**src/rtl/delay_timer_pkg.sv**
```systemverilog
// Shared defaults and types for the multi-channel delay timer.
package delay_timer_pkg;

  localparam int unsigned DT_NCH            = 4;
  localparam int unsigned DT_CBITS          = 14;
  localparam int unsigned DT_DEFAULT_PERIOD = 15000;

  typedef logic [DT_CBITS-1:0] cnt_t;

  // Channel-select width; a single channel still gets a 1-bit select.
  function automatic int unsigned sel_bits(input int unsigned n);
    return (n > 1) ? $clog2(n) : 1;
  endfunction

endpackage

```
**src/rtl/delay_timer_chan.sv**
```systemverilog
// One delay-timer channel: programmable period, terminal-count tick, window and sticky error.
// Optional one-shot mode is compiled in with DELAY_ONESHOT_EN.
module delay_timer_chan
  import delay_timer_pkg::*;
#(
  parameter int unsigned CBITS          = DT_CBITS,
  parameter int unsigned DEFAULT_PERIOD = DT_DEFAULT_PERIOD
) (
  input  logic             clk,
  input  logic             rst,
  input  logic             en_i,
  input  logic             cfg_we_i,
  input  logic [CBITS-1:0] cfg_period_i,
  input  logic             err_clr_i,
`ifdef DELAY_ONESHOT_EN
  input  logic             oneshot_i,
`endif
  output logic             tick_o,
  output logic             in_win_o,
  output logic             err_o
);

  logic [CBITS-1:0] cnt_q, cnt_d;
  logic [CBITS-1:0] period_q, period_d;
  logic             tick_q, tick_d;
  logic             in_win_q, in_win_d;
  logic             err_q, err_d;
  logic             term_c;
  logic             hold_c;
  logic             err_set_c;

  assign term_c = (cnt_q == period_q);

`ifdef DELAY_ONESHOT_EN
  // Halted after a one-shot tick until en drops or oneshot is cleared.
  logic halt_q, halt_d;

  assign hold_c = oneshot_i & halt_q;
  assign halt_d = en_i & oneshot_i & (halt_q | term_c);

  always_ff @(posedge clk) begin
    if (rst) begin
      halt_q <= 1'b0;
    end else begin
      halt_q <= halt_d;
    end
  end
`else
  assign hold_c = 1'b0;
`endif

  always_comb begin
    cnt_d     = '0;
    tick_d    = 1'b0;
    err_set_c = 1'b0;
    if (en_i && !hold_c) begin
      if (term_c) begin
        tick_d = 1'b1;
      end else if (cnt_q < period_q) begin
        cnt_d = cnt_q + CBITS'(1);
      end else begin
        err_set_c = 1'b1;
      end
    end
    // Window uses the period in effect this cycle, not a pending write.
    in_win_d = (cnt_d <= period_q);
    err_d    = err_set_c | (err_q & ~err_clr_i);
    period_d = cfg_we_i ? cfg_period_i : period_q;
  end

  always_ff @(posedge clk) begin
    if (rst) begin
      cnt_q    <= '0;
      period_q <= CBITS'(DEFAULT_PERIOD);
      tick_q   <= 1'b0;
      in_win_q <= 1'b1;
      err_q    <= 1'b0;
    end else begin
      cnt_q    <= cnt_d;
      period_q <= period_d;
      tick_q   <= tick_d;
      in_win_q <= in_win_d;
      err_q    <= err_d;
    end
  end

  assign tick_o   = tick_q;
  assign in_win_o = in_win_q;
  assign err_o    = err_q;

endmodule

```
**src/rtl/multi_delay_timer.sv**
```systemverilog
// NCH-channel programmable delay timer; decodes cfg_ch into per-channel period writes.
// Optional one-shot mode (oneshot_i port) is compiled in with DELAY_ONESHOT_EN.
module multi_delay_timer
  import delay_timer_pkg::*;
#(
  parameter  int unsigned NCH            = DT_NCH,
  parameter  int unsigned CBITS          = DT_CBITS,
  parameter  int unsigned DEFAULT_PERIOD = DT_DEFAULT_PERIOD,
  localparam int unsigned CHW            = sel_bits(NCH)
) (
  input  logic             clk,
  input  logic             rst,
  input  logic [NCH-1:0]   en_i,
  input  logic             cfg_we_i,
  input  logic [CHW-1:0]   cfg_ch_i,
  input  logic [CBITS-1:0] cfg_period_i,
  input  logic [NCH-1:0]   err_clr_i,
`ifdef DELAY_ONESHOT_EN
  input  logic [NCH-1:0]   oneshot_i,
`endif
  output logic [NCH-1:0]   tick_o,
  output logic [NCH-1:0]   in_win_o,
  output logic [NCH-1:0]   err_o
);

  logic [NCH-1:0] ch_we_c;

  // Indices with no matching channel simply produce no write.
  always_comb begin
    ch_we_c = '0;
    for (int unsigned k = 0; k < NCH; k++) begin
      if (cfg_we_i && (cfg_ch_i == CHW'(k))) begin
        ch_we_c[k] = 1'b1;
      end
    end
  end

  for (genvar gi = 0; gi < NCH; gi++) begin : g_chan
    delay_timer_chan #(
      .CBITS          (CBITS),
      .DEFAULT_PERIOD (DEFAULT_PERIOD)
    ) u_chan (
      .clk          (clk),
      .rst          (rst),
      .en_i         (en_i[gi]),
      .cfg_we_i     (ch_we_c[gi]),
      .cfg_period_i (cfg_period_i),
      .err_clr_i    (err_clr_i[gi]),
`ifdef DELAY_ONESHOT_EN
      .oneshot_i    (oneshot_i[gi]),
`endif
      .tick_o       (tick_o[gi]),
      .in_win_o     (in_win_o[gi]),
      .err_o        (err_o[gi])
    );
  end

endmodule

```
**config.mk**
```make
export PLATFORM = sky130hd
export DESIGN_NAME = multi_delay_timer
export DESIGN_NICKNAME = d
export VERILOG_FILES = /design/src/rtl/delay_timer_pkg.sv /design/src/rtl/delay_timer_chan.sv /design/src/rtl/multi_delay_timer.sv
export SDC_FILE = /design/constraint.sdc
export NUM_CORES = 1
export LEC_CHECK = 0
export BUFFER_PORTS_ARGS = -buffer_cell sky130_fd_sc_hd__buf_2
export CORE_ASPECT_RATIO = 0.75
export CORE_UTILIZATION = 40
export CTS_BUF_LIST = sky130_fd_sc_hd__clkbuf_8
export DETAILED_ROUTE_END_ITERATION = 12
export PLACE_DENSITY = 0.62
export SYNTH_ARGS = -nofsm -noshare
export SYNTH_HDL_FRONTEND = slang
export SYNTH_SLANG_ARGS = --single-unit
```
**constraint.sdc**
```tcl
create_clock -name clk -period 7 [get_ports clk]
set_input_delay 2.1 -clock clk [delete_from_list [all_inputs] [get_ports clk]]
set_output_delay 2.1 -clock clk [all_outputs]
set_load 0.01 [all_outputs]
```
Word level (Yosys, flattened, before mapping)
Index checks and enable logic that the tools add are counted.
- bits in read-only memories: 0
- latch bits: 0
- word-level logic and storage cells: 96
- memories kept: 0
- flip-flop bits (word level): 124
- bits in writable memories: 0
- divide/modulo/power cells: 0
- reductions and logical operators: 9
- magnitude comparators: 8
- add/subtract/negate cells: 4
- bitwise operators: 16
- shift-type cells: 0
- multipliers: 0
- multiplexer cells: 32
- equality and inequality tests: 7
- operator list (kind ; number):
    14-bit 2-to-1 mux ; 12
    14-bit by 1-bit adder with 14-bit output (second input constant) ; 4
    14-bit equality test ; 4
    14-bit less-or-equal comparator ; 4
    14-bit less-than comparator ; 4
    1-bit 2-to-1 mux ; 20
    1-bit NOT ; 8
    2-bit OR reduction ; 4
    1-bit bitwise AND ; 4
    2-bit equality test (second input constant) ; 2
    1-bit logical AND ; 4
    1-bit OR ; 4
    2-bit by 1-bit equality test with 1-bit output (second input constant) ; 1
    2-bit logical NOT ; 1

Depth between registers and ports, before layout
Gate-level depths: netlist of the first run.
- depth after elaboration: 5
- depth in mapped cells: 12
- gate-level depth less buffers: 11

Hierarchy
A second synthesis of the first run with hierarchy kept.
- cells, all modules: 912
- area total of the unflattened synthesis: 8011.4 µm²
- by module, submodules not included (module ; area each (µm²) ; cells an instance ; times used):
    delay_timer_chan (g_chan[0].u_chan) ; 2009.4 ; 228 ; 1
    delay_timer_chan (g_chan[1].u_chan) ; 2005.7 ; 229 ; 1
    delay_timer_chan (g_chan[2].u_chan) ; 1981.9 ; 226 ; 1
    delay_timer_chan (g_chan[3].u_chan) ; 1976.9 ; 225 ; 1
    multi_delay_timer ; 37.5 ; 4 ; 1

Least setup slack after synthesis of the first run
OpenSTA, ideal clock, no wires.
- kind: in2reg
- start point: input port en_i[2]
- end point: register g_chan[2].u_chan.in_win_q
- cell stages on the path: 8
- setup slack: 3.224 ns
- arrival: 3.689 ns
- setup time: 0.087 ns
- cell sequence: o211ai_1 > clkbuf_1 > nor3_1 > ha_1 > a211oi_1 > nor2_1 > or3_1 > o31ai_1
- longest elaborated chain between the ends: 2
- RTL lines (item ; line ; source):
    start, declared ; multi_delay_timer.sv:13 ; input logic [NCH-1:0] en_i,
    14-bit 2-to-1 mux ; delay_timer_chan.sv:56 ; if (en_i && !hold_c) begin
    via g_chan[2].u_chan.cnt_d[11] ; delay_timer_chan.sv:23 ; logic [CBITS-1:0] cnt_q, cnt_d;
    14-bit less-or-equal comparator ; delay_timer_chan.sv:66 ; in_win_d = (cnt_d <= period_q);
    end signal, assigned ; delay_timer_chan.sv:82 ; in_win_q <= in_win_d;
    end, declared ; delay_timer_chan.sv:26 ; logic in_win_q, in_win_d;
The timed path passes the listed nets, and every way through them passes these cells.
A chain may end at the register's enable or synchronous reset.

Worst setup path in the final report of the first run
- start point: register g_chan[2].u_chan.period_q[13]
- end point: register g_chan[2].u_chan.in_win_q
- longest elaborated chain between the ends: 5
- elaborated cells between the ends (all ways): 6
- classes of those cells: 2 x order compare; 1 x eq/ne; 3 x mux
- RTL lines (item ; line ; source):
    start, declared ; delay_timer_chan.sv:24 ; logic [CBITS-1:0] period_q, period_d;
    start signal, assigned ; delay_timer_chan.sv:74 ; period_q <= CBITS'(DEFAULT_PERIOD);
    start signal, assigned ; delay_timer_chan.sv:80 ; period_q <= period_d;
    14-bit less-than comparator ; delay_timer_chan.sv:59 ; end else if (cnt_q < period_q) begin
    14-bit 2-to-1 mux ; delay_timer_chan.sv:59 ;
    14-bit 2-to-1 mux * ; delay_timer_chan.sv:57 ; if (term_c) begin
    14-bit 2-to-1 mux * ; delay_timer_chan.sv:56 ;
    via g_chan[2].u_chan.cnt_d[11] ; delay_timer_chan.sv:23 ;
    14-bit less-or-equal comparator * ; delay_timer_chan.sv:66 ;
The timed path passes the listed nets; every way through them passes the cells marked *.

==> results of run 1 <==
[synth_stat cells, types with 2 or more instances]
master / n
sky130_fd_sc_hd__o41ai_1: 6
sky130_fd_sc_hd__xor2_1: 13
sky130_fd_sc_hd__nor3_1: 109
sky130_fd_sc_hd__o21a_1: 12
sky130_fd_sc_hd__or4_1: 2
sky130_fd_sc_hd__nand3b_1: 8
sky130_fd_sc_hd__inv_1: 60
sky130_fd_sc_hd__a21boi_0: 4
sky130_fd_sc_hd__a41oi_1: 4
sky130_fd_sc_hd__o31ai_1: 6
sky130_fd_sc_hd__ha_1: 116
sky130_fd_sc_hd__o21ai_0: 14
sky130_fd_sc_hd__nor3b_1: 14
sky130_fd_sc_hd__and3_1: 2
sky130_fd_sc_hd__or3_1: 11
sky130_fd_sc_hd__buf_4: 12
sky130_fd_sc_hd__a21oi_1: 72
sky130_fd_sc_hd__a31oi_1: 4
sky130_fd_sc_hd__o41a_1: 2
sky130_fd_sc_hd__clkbuf_1: 25
sky130_fd_sc_hd__xnor2_1: 31
sky130_fd_sc_hd__and4_1: 10
sky130_fd_sc_hd__buf_2: 8
sky130_fd_sc_hd__nand2_1: 106
sky130_fd_sc_hd__nand2b_1: 4
sky130_fd_sc_hd__or2_2: 4
sky130_fd_sc_hd__nor2b_1: 12
sky130_fd_sc_hd__o211ai_1: 14
sky130_fd_sc_hd__or2_1: 2
sky130_fd_sc_hd__a211oi_1: 12
sky130_fd_sc_hd__nand3_1: 31
sky130_fd_sc_hd__a21o_1: 8
sky130_fd_sc_hd__nor4_1: 7
sky130_fd_sc_hd__dfxtp_1: 124
sky130_fd_sc_hd__nor2_1: 38
sky130_fd_sc_hd__nand4_1: 28
sky130_fd_sc_hd__a211o_1: 23
[state kept, by name, indices dropped and copies added (netlist names)]
| register | count |
|---|---|
| g_chan.u_chan.period_q | 56 |
| g_chan.u_chan.in_win_o | 4 |
| g_chan.u_chan.tick_o | 4 |
| g_chan.u_chan.err_o | 4 |
| g_chan.u_chan.cnt_q | 56 |
[metal layers]
layer / vias to the layer above / part of all wire (%) / track usage (%) / wire length (um)
met5: - / 0 / 0 / 0
met2: 140 / 41 / 30.0 / 8100
met3: 17 / 5.7 / 4.96 / 1130
met1: 3121 / 53 / 30.8 / 10500
met4: 0 / 0.81 / 3.78 / 162
li1: 3520 / - / - / -
[cell families (layout without fill, tap and decap cells)]
family | count (synthesis) | after routing
xor gates and xnor gates | 44 | 44
DFF | 124 | 124
buffers and inverters | 106 | 138
and+or+nand+nor | 391 | 391
AOI/OAI and AO/OA | 181 | 181
adders and majority gates | 116 | 116
[final cells by class]
class	count	share of cell area (%)
inverters	60	2.61
clock buffers	18	2.87
flip-flops and latches	124	28.7
repair buffers	46	2.90
multi-input cells	732	57.9
clock inverters	14	1.33
well taps	253	3.66
[worst max-delay path, cell delays in order, from the launching register on]
cell                       delay (ns)
sky130_fd_sc_hd__dfxtp_1         0.33
sky130_fd_sc_hd__inv_1           0.06
sky130_fd_sc_hd__ha_1            0.31
sky130_fd_sc_hd__nand4_1         0.32
sky130_fd_sc_hd__or2_2           0.43
sky130_fd_sc_hd__a41oi_1         0.90
sky130_fd_sc_hd__nor3_1          0.15
sky130_fd_sc_hd__ha_1            0.34
sky130_fd_sc_hd__a211oi_1        0.24
sky130_fd_sc_hd__nor2_1          0.06
sky130_fd_sc_hd__or3_1           0.35
sky130_fd_sc_hd__o31ai_1         0.18
[power breakdown]
part | internal, W | leakage, nW | switching, W | total [W]
sequential | 0.000721 | 1.01 | 0.00000859 | 0.000730
clock | 0.000314 | 0.209 | 0.000289 | 0.000603
combinational | 0.0000478 | 2.31 | 0.0000861 | 0.000134
total | 0.00108 | 3.53 | 0.000384 | 0.00147
[path summary, 6_finish.rpt]
check	from	end	slack, ns
hold reg to reg	g_chan[1].u_chan.period_q[8]	g_chan[1].u_chan.period_q[8]	0.46
setup / recovery	g_chan[2].u_chan.period_q[13]	g_chan[2].u_chan.in_win_o	3.24
setup reg to reg	g_chan[2].u_chan.period_q[13]	g_chan[2].u_chan.in_win_o	3.24
hold / removal	g_chan[1].u_chan.period_q[8]	g_chan[1].u_chan.period_q[8]	0.46
[through the flow]
stage | utilization, % | std cells | power (W) | area (um^2)
after floorplan | - | 962 | 0.000832 | 7930
after global placement | 42.7 | 1215 | 0.000876 | 8280
after detailed placement | 42.7 | 1215 | 0.000878 | 8280
after CTS | 44.6 | 1247 | 0.00148 | 8640
after global routing | 44.6 | 1247 | 0.00154 | 8640
final | 44.6 | 1247 | 0.00147 | 8640
==> reports/qor.log, run 1 <==
qor: clock_network.cts_resized 0
qor: yosys.synth_area_leaders sky130_fd_sc_hd__dfxtp_1, sky130_fd_sc_hd__ha_1, sky130_fd_sc_hd__nor3_1
qor: place.globalplace.congestion 0.864
qor: critical_path.worstRegToRegCells 11
qor: sta.timing.max_slew.rel_slack 18.7%
qor: final_layout.drive_gt1_share 7.95%
qor: clock_network.clk_pin_slew_worst_paths 0.08 ns
qor: yosys.syn_std_cell_area 7930 um^2
qor: floorplan.dieWidth 165 um
qor: floorplan.die_area 20,400 um^2
qor: clock_network.post-cts-setup-buffers 0
qor: routing.routed_wl 19,900 um
qor: clock_network.max-clock-path-buffers 2
qor: place.post-place-ws 2.89 ns
qor: final_layout.final_net_count 1,124
qor: final_layout.multiInputGateArea 5000 um^2
qor: routing.first_pass_iters 7
qor: critical_path.kind_of_end_point_of_the_critical_path register
qor: yosys.seq_area_frac_synth 31.3%
qor: worst_hold_path.worstHoldPathCells 2
qor: final_layout.layout.cells.most_common sky130_fd_sc_hd__dfxtp_1
qor: floorplan.core 19,400 um^2
qor: routing.ant_nets 0
qor: yosys.synth-compound-area-share 15.0%
qor: routing.count_of_unresolved_drc_violations_after_routing 0
qor: global_route.initial_antenna_violation_count 0
qor: yosys.synth_fa_ha_area_share 18.3%
qor: global_route.number_of_global_route_vias_before_repair 6,182
qor: sta.sum_of_negative_setup_slack 0 ns
qor: pwr.cellLeakagePower 3.53 nW
qor: global_route.grtUsageTotal 20.7%
qor: critical_path.critical_path_arrival 4.13 ns
qor: routing.viasPerCell 5.45
qor: sta.clock-skew-final 0.0110 ns
qor: sta.maxSlewViolCount 0
qor: floorplan.std_cell_rows 44
qor: final_layout.register_area 2480 um^2
qor: yosys.gate_count_of_the_mapped_netlist 962
qor: yosys.yosys.cell_types.count 41
qor: yosys.postSynth.asyncResetShare 0%
qor: clock_network.cts.root.buffer_cell sky130_fd_sc_hd__clkbuf_8
qor: sta.min_period_over_period 53.7%
qor: yosys.synth_flop_cell sky130_fd_sc_hd__dfxtp_1
qor: global_route.grt_start_max_net_pins 57
qor: clock_network.cts_hold_buf 0
qor: critical_path.setup.worst_path.class register to register
qor: pwr.pwr_density_cell 170 nW/um^2
qor: yosys.yosysWarningCount 0
qor: yosys.mappedNetlistNets 1,105
qor: run.drv_cap 0
qor: floorplan.start_util 40.9%
qor: routing.avgRoutedWirePerCell 16.0 um
qor: clock_network.cts_htree_levels 4
qor: global_route.grt_pass1_wl 32,500 um
qor: status.status finished clean
qor: yosys.synth_largest_type_area_fraction 31.3%
qor: sta.layout_setup_ws 3.24 ns
qor: final_layout.leading_cell_types_in_the_layout_fill_and_taps_excluded sky130_fd_sc_hd__dfxtp_1, sky130_fd_sc_hd__ha_1, sky130_fd_sc_hd__nor3_1
qor: critical_path.critPathMaxFanout 14
qor: yosys.synth_xor_xnor_area_share 4.86%
qor: sta.worst_pin_slew 1.20 ns
qor: sta.final-setup-viol-count 0
qor: critical_path.critPathLaunchType register
qor: sta.final_hold_slack 0.456 ns
qor: sta.finalHoldViolations 0
qor: floorplan.die_height 124 um
qor: sta.finalCriticalPeriod 3.76 ns
qor: clock_network.clkLatencyLatePin 0.46 ns
qor: critical_path.timing.critical_path.required 7.38 ns
qor: final_layout.layout.filler_cells 1,960
qor: clock_network.cts.sinks 124
qor: pwr.irDropWorstVdd 0.0755 mV
qor: global_route.grt.overflow.total 0
qor: final_layout.area.growth.synth_to_final 8.91%
qor: routing.drt_first_iter_violations 493
qor: yosys.yosys.area.top_type sky130_fd_sc_hd__dfxtp_1
qor: routing.vias 6,798
qor: place.place.detailed.hpwl 15,300 um
qor: place.numPortBuffers 38
qor: floorplan.pin_count 39
qor: yosys.synth_edf_count 0
qor: final_layout.num_antenna_cells 0
qor: yosys.ys_seq_elements 124
qor: worst_hold_path.hp-class register to register
qor: sta.max_freq 266 MHz
qor: yosys.synth_top_family_by_area simple AND/OR/NAND/NOR gates
qor: clock_network.clock_tree_from_tritoncts done
qor: yosys.synth_simple_gate_area_share 24.9%
qor: yosys.muxShareOfSynthArea 0%
qor: yosys.post_synthesis_mean_instance_area 8.25 um^2
qor: clock_network.cts_buf_count 17
qor: sta.rsz_0062_raised_after_global_routing no
Note: power is estimated with default switching activity, not from simulation.
==> inputs of run 2 (changes only) <==
==> constraint.sdc (replaced) <==
create_clock -name clk -period 3.6 [get_ports clk]
set_input_delay 1.08 -clock clk [delete_from_list [all_inputs] [get_ports clk]]
set_output_delay 1.08 -clock clk [all_outputs]
set_load 0.01 [all_outputs]
==> reports/qor.log, run 2 (same netlist as run 1, synthesis figures left out) <==
qor: status.status finished clean
qor: worst_hold_path.min_delay_worst_endpoint g_chan[2].u_chan.period_q[2]
qor: pwr.seq_power_share 49.0%
qor: critical_path.critical-path-slowest-cell sky130_fd_sc_hd__o211ai_1
qor: critical_path.kind_of_end_point_of_the_critical_path register
qor: critical_path.crit-reg2reg-capture g_chan[0].u_chan.in_win_o
qor: run.drv_cap 0
qor: pwr.cellInternalPower 0.00214 W
qor: sta.rsz_0062_raised_after_global_routing no
qor: clock_network.clk_pin_slew_worst_paths 0.07 ns
qor: sta.min_period_over_period 90.8%
qor: critical_path.critPathLaunchType register
qor: pwr.pwr_density_cell 332 nW/um^2
qor: routing.routed_wl 19,900 um
qor: sta.sum_of_negative_setup_slack 0 ns
qor: worst_hold_path.hold_path_startpoint g_chan[2].u_chan.period_q[2]
qor: pwr.netSwitchingPower 0.000756 W
qor: sta.clock-skew-final 0.0100 ns
qor: critical_path.critical_path.reg2reg.startpoint g_chan[0].u_chan.period_q[13]
qor: critical_path.critPathMaxFanout 14
qor: clock_network.clock_tree_from_tritoncts done
qor: global_route.number_of_global_route_vias_before_repair 6,378
qor: final_layout.design_area 8720 um^2
qor: place.post-place-ws 0.256 ns
qor: final_layout.final_net_count 1,131
qor: clock_network.cts.sinks 124
qor: floorplan.core 19,400 um^2
qor: clock_network.cts_htree_levels 4
qor: routing.vias 6,901
qor: pwr.combinationalPowerShare 9.1%
qor: pwr.clock_power_share 41.9%
qor: place.place.detailed.hpwl 15,400 um
qor: routing.viasPerCell 5.50
qor: routing.count_of_unresolved_drc_violations_after_routing 0
qor: global_route.grt_pass1_wl 33,000 um
qor: floorplan.start_util 40.9%
qor: pwr.cellLeakagePower 3.57 nW
qor: sta.max_freq 306 MHz
qor: sta.final_hold_slack 0.457 ns
qor: worst_hold_path.worstHoldPathCells 2
qor: floorplan.dieWidth 165 um
qor: pwr.switching_share 26.1%
qor: floorplan.die_height 124 um
qor: final_layout.num_antenna_cells 0
qor: place.numPortBuffers 38
qor: global_route.grt.overflow.total 0
qor: final_layout.largest_registers g_chan.u_chan.cnt_q x56, g_chan.u_chan.period_q x56
qor: place.post_dp_cell_area 8310 um^2
qor: sta.layout_setup_ws 0.332 ns
qor: critical_path.critPathBufInv 1
qor: clock_network.cts.root.buffer_cell sky130_fd_sc_hd__clkbuf_8
qor: critical_path.timing.critical_path.required 3.97 ns
qor: floorplan.die_area 20,400 um^2
qor: critical_path.critical_path_arrival 3.64 ns
qor: floorplan.pin_count 39
qor: critical_path.worstRegToRegCells 10
qor: critical_path.critPathMaxStageDelay 0.89 ns
qor: final_layout.area.growth.synth_to_final 9.94%
qor: routing.first_pass_iters 5
qor: final_layout.drive_gt1_share 9.09%
qor: pwr.irDropWorstVdd 0.165 mV
qor: global_route.grtUsageTotal 21.1%
qor: sta.final-setup-viol-count 0
qor: clock_network.cts_hold_buf 0
qor: routing.ant_nets 0
qor: global_route.initial_antenna_violation_count 0
qor: critical_path.critical_path.top_delay_family compound AO/OA/AOI/OAI gates
qor: floorplan.std_cell_rows 44
qor: sta.finalCriticalPeriod 3.27 ns
qor: sta.maxSlewViolCount 0
qor: final_layout.layout.cells.most_common sky130_fd_sc_hd__dfxtp_1
qor: sta.finalHoldViolations 0
qor: routing.avgRoutedWirePerCell 15.8 um
qor: routing.drt_first_iter_violations 552
qor: worst_hold_path.hp-class register to register
qor: place.globalplace.congestion 0.901
qor: global_route.grt_start_max_net_pins 51
qor: sta.timing.max_slew.rel_slack 27.0%
qor: sta.worst_pin_slew 1.09 ns
qor: critical_path.path_common_cell sky130_fd_sc_hd__ha_1
qor: clock_network.cts_buf_count 17
qor: clock_network.max-clock-path-buffers 2
qor: critical_path.setup.worst_path.class register to register
qor: clock_network.clkLatencyLatePin 0.47 ns
qor: final_layout.leading_cell_types_in_the_layout_fill_and_taps_excluded sky130_fd_sc_hd__dfxtp_1, sky130_fd_sc_hd__ha_1, sky130_fd_sc_hd__nor3_1
qor: critical_path.path_cells inv_1 > ha_1 > nand4_1 > o211ai_1 > nor3_1 > ha_1 > a211oi_1 > nor2_1 > or3_1 > o31ai_1
qor: critical_path.setup.reg_to_reg.worst_slack 0.33 ns
[run 2: worst reg2reg max path, stage by stage (launching register included)]
cell                       delay (ns)
sky130_fd_sc_hd__dfxtp_1         0.32
sky130_fd_sc_hd__inv_1           0.07
sky130_fd_sc_hd__ha_1            0.31
sky130_fd_sc_hd__nand4_1         0.24
sky130_fd_sc_hd__o211ai_1        0.89
sky130_fd_sc_hd__nor3_1          0.15
sky130_fd_sc_hd__ha_1            0.34
sky130_fd_sc_hd__a211oi_1        0.24
sky130_fd_sc_hd__nor2_1          0.07
sky130_fd_sc_hd__or3_1           0.35
sky130_fd_sc_hd__o31ai_1         0.22
[run 2: how the worst max path moves through the flow]
| stage | start | to | slack (ns) | cells past startpoint |
|---|---|---|---|---|
| 2_1_floorplan | g_chan[2].u_chan.period_q[13] | g_chan[2].u_chan.in_win_o | 0.66 | 12 |
| 6_report | g_chan[0].u_chan.period_q[13] | g_chan[0].u_chan.in_win_o | 0.33 | 10 |
| 5_1_grt | g_chan[0].u_chan.period_q[11] | g_chan[0].u_chan.in_win_o | 0.02 | 10 |
| 3_5_place_dp | g_chan[2].u_chan.period_q[13] | g_chan[2].u_chan.in_win_o | 0.26 | 12 |
| 3_3_place_gp | g_chan[2].u_chan.period_q[13] | g_chan[2].u_chan.in_win_o | 0.30 | 12 |
| 4_1_cts | g_chan[2].u_chan.period_q[13] | g_chan[2].u_chan.in_win_o | 0.24 | 12 |
[run 2: layer usage]
layer	vias to the layer above	routed length, um	part of all wire (%)	GRT usage, %
li1	3536	-	-	-
met1	3193	10600	53	31.4
met2	150	7950	40	30.0
met3	22	1070	5.4	3.60
met4	0	254	1.3	7.74
met5	-	0	0	0
[run 2: repair_timing]
| action | in CTS | in global routing |
|---|---|---|
| setup buffers | 0 | 3 |
| resized for setup | 0 | 1 |
| endpoints found under the setup margin | 0 | 2 |
[run 2: power groups by stage]
stage               registers [W]  clock network, W  logic [W]
finish                    0.00142           0.00122   0.000264
global route              0.00142           0.00131   0.000299
CTS                       0.00142           0.00124   0.000260
detailed placement        0.00145                 0   0.000258
global placement          0.00145                 0   0.000255
floorplan                 0.00144                 0   0.000174
[run 2: cell type report]
cell class,count,area [um^2]
Clock buffer,23,317
Clock inverter,9,67.6
Fill cell,1918,10700
Inverter,60,225
Multi-Input combinational cell,732,5010
Sequential cell,124,2480
Tap cell,253,317
Timing Repair Buffer,53,303
[run 2: metrics by stage]
step	utilization, %	instances	power, W
after floorplan	-	962	0.00162
after global placement	42.9	1219	0.00170
after detailed placement	42.9	1219	0.00171
after CTS	44.9	1251	0.00292
after global routing	45.0	1254	0.00303
final	45.0	1254	0.00290
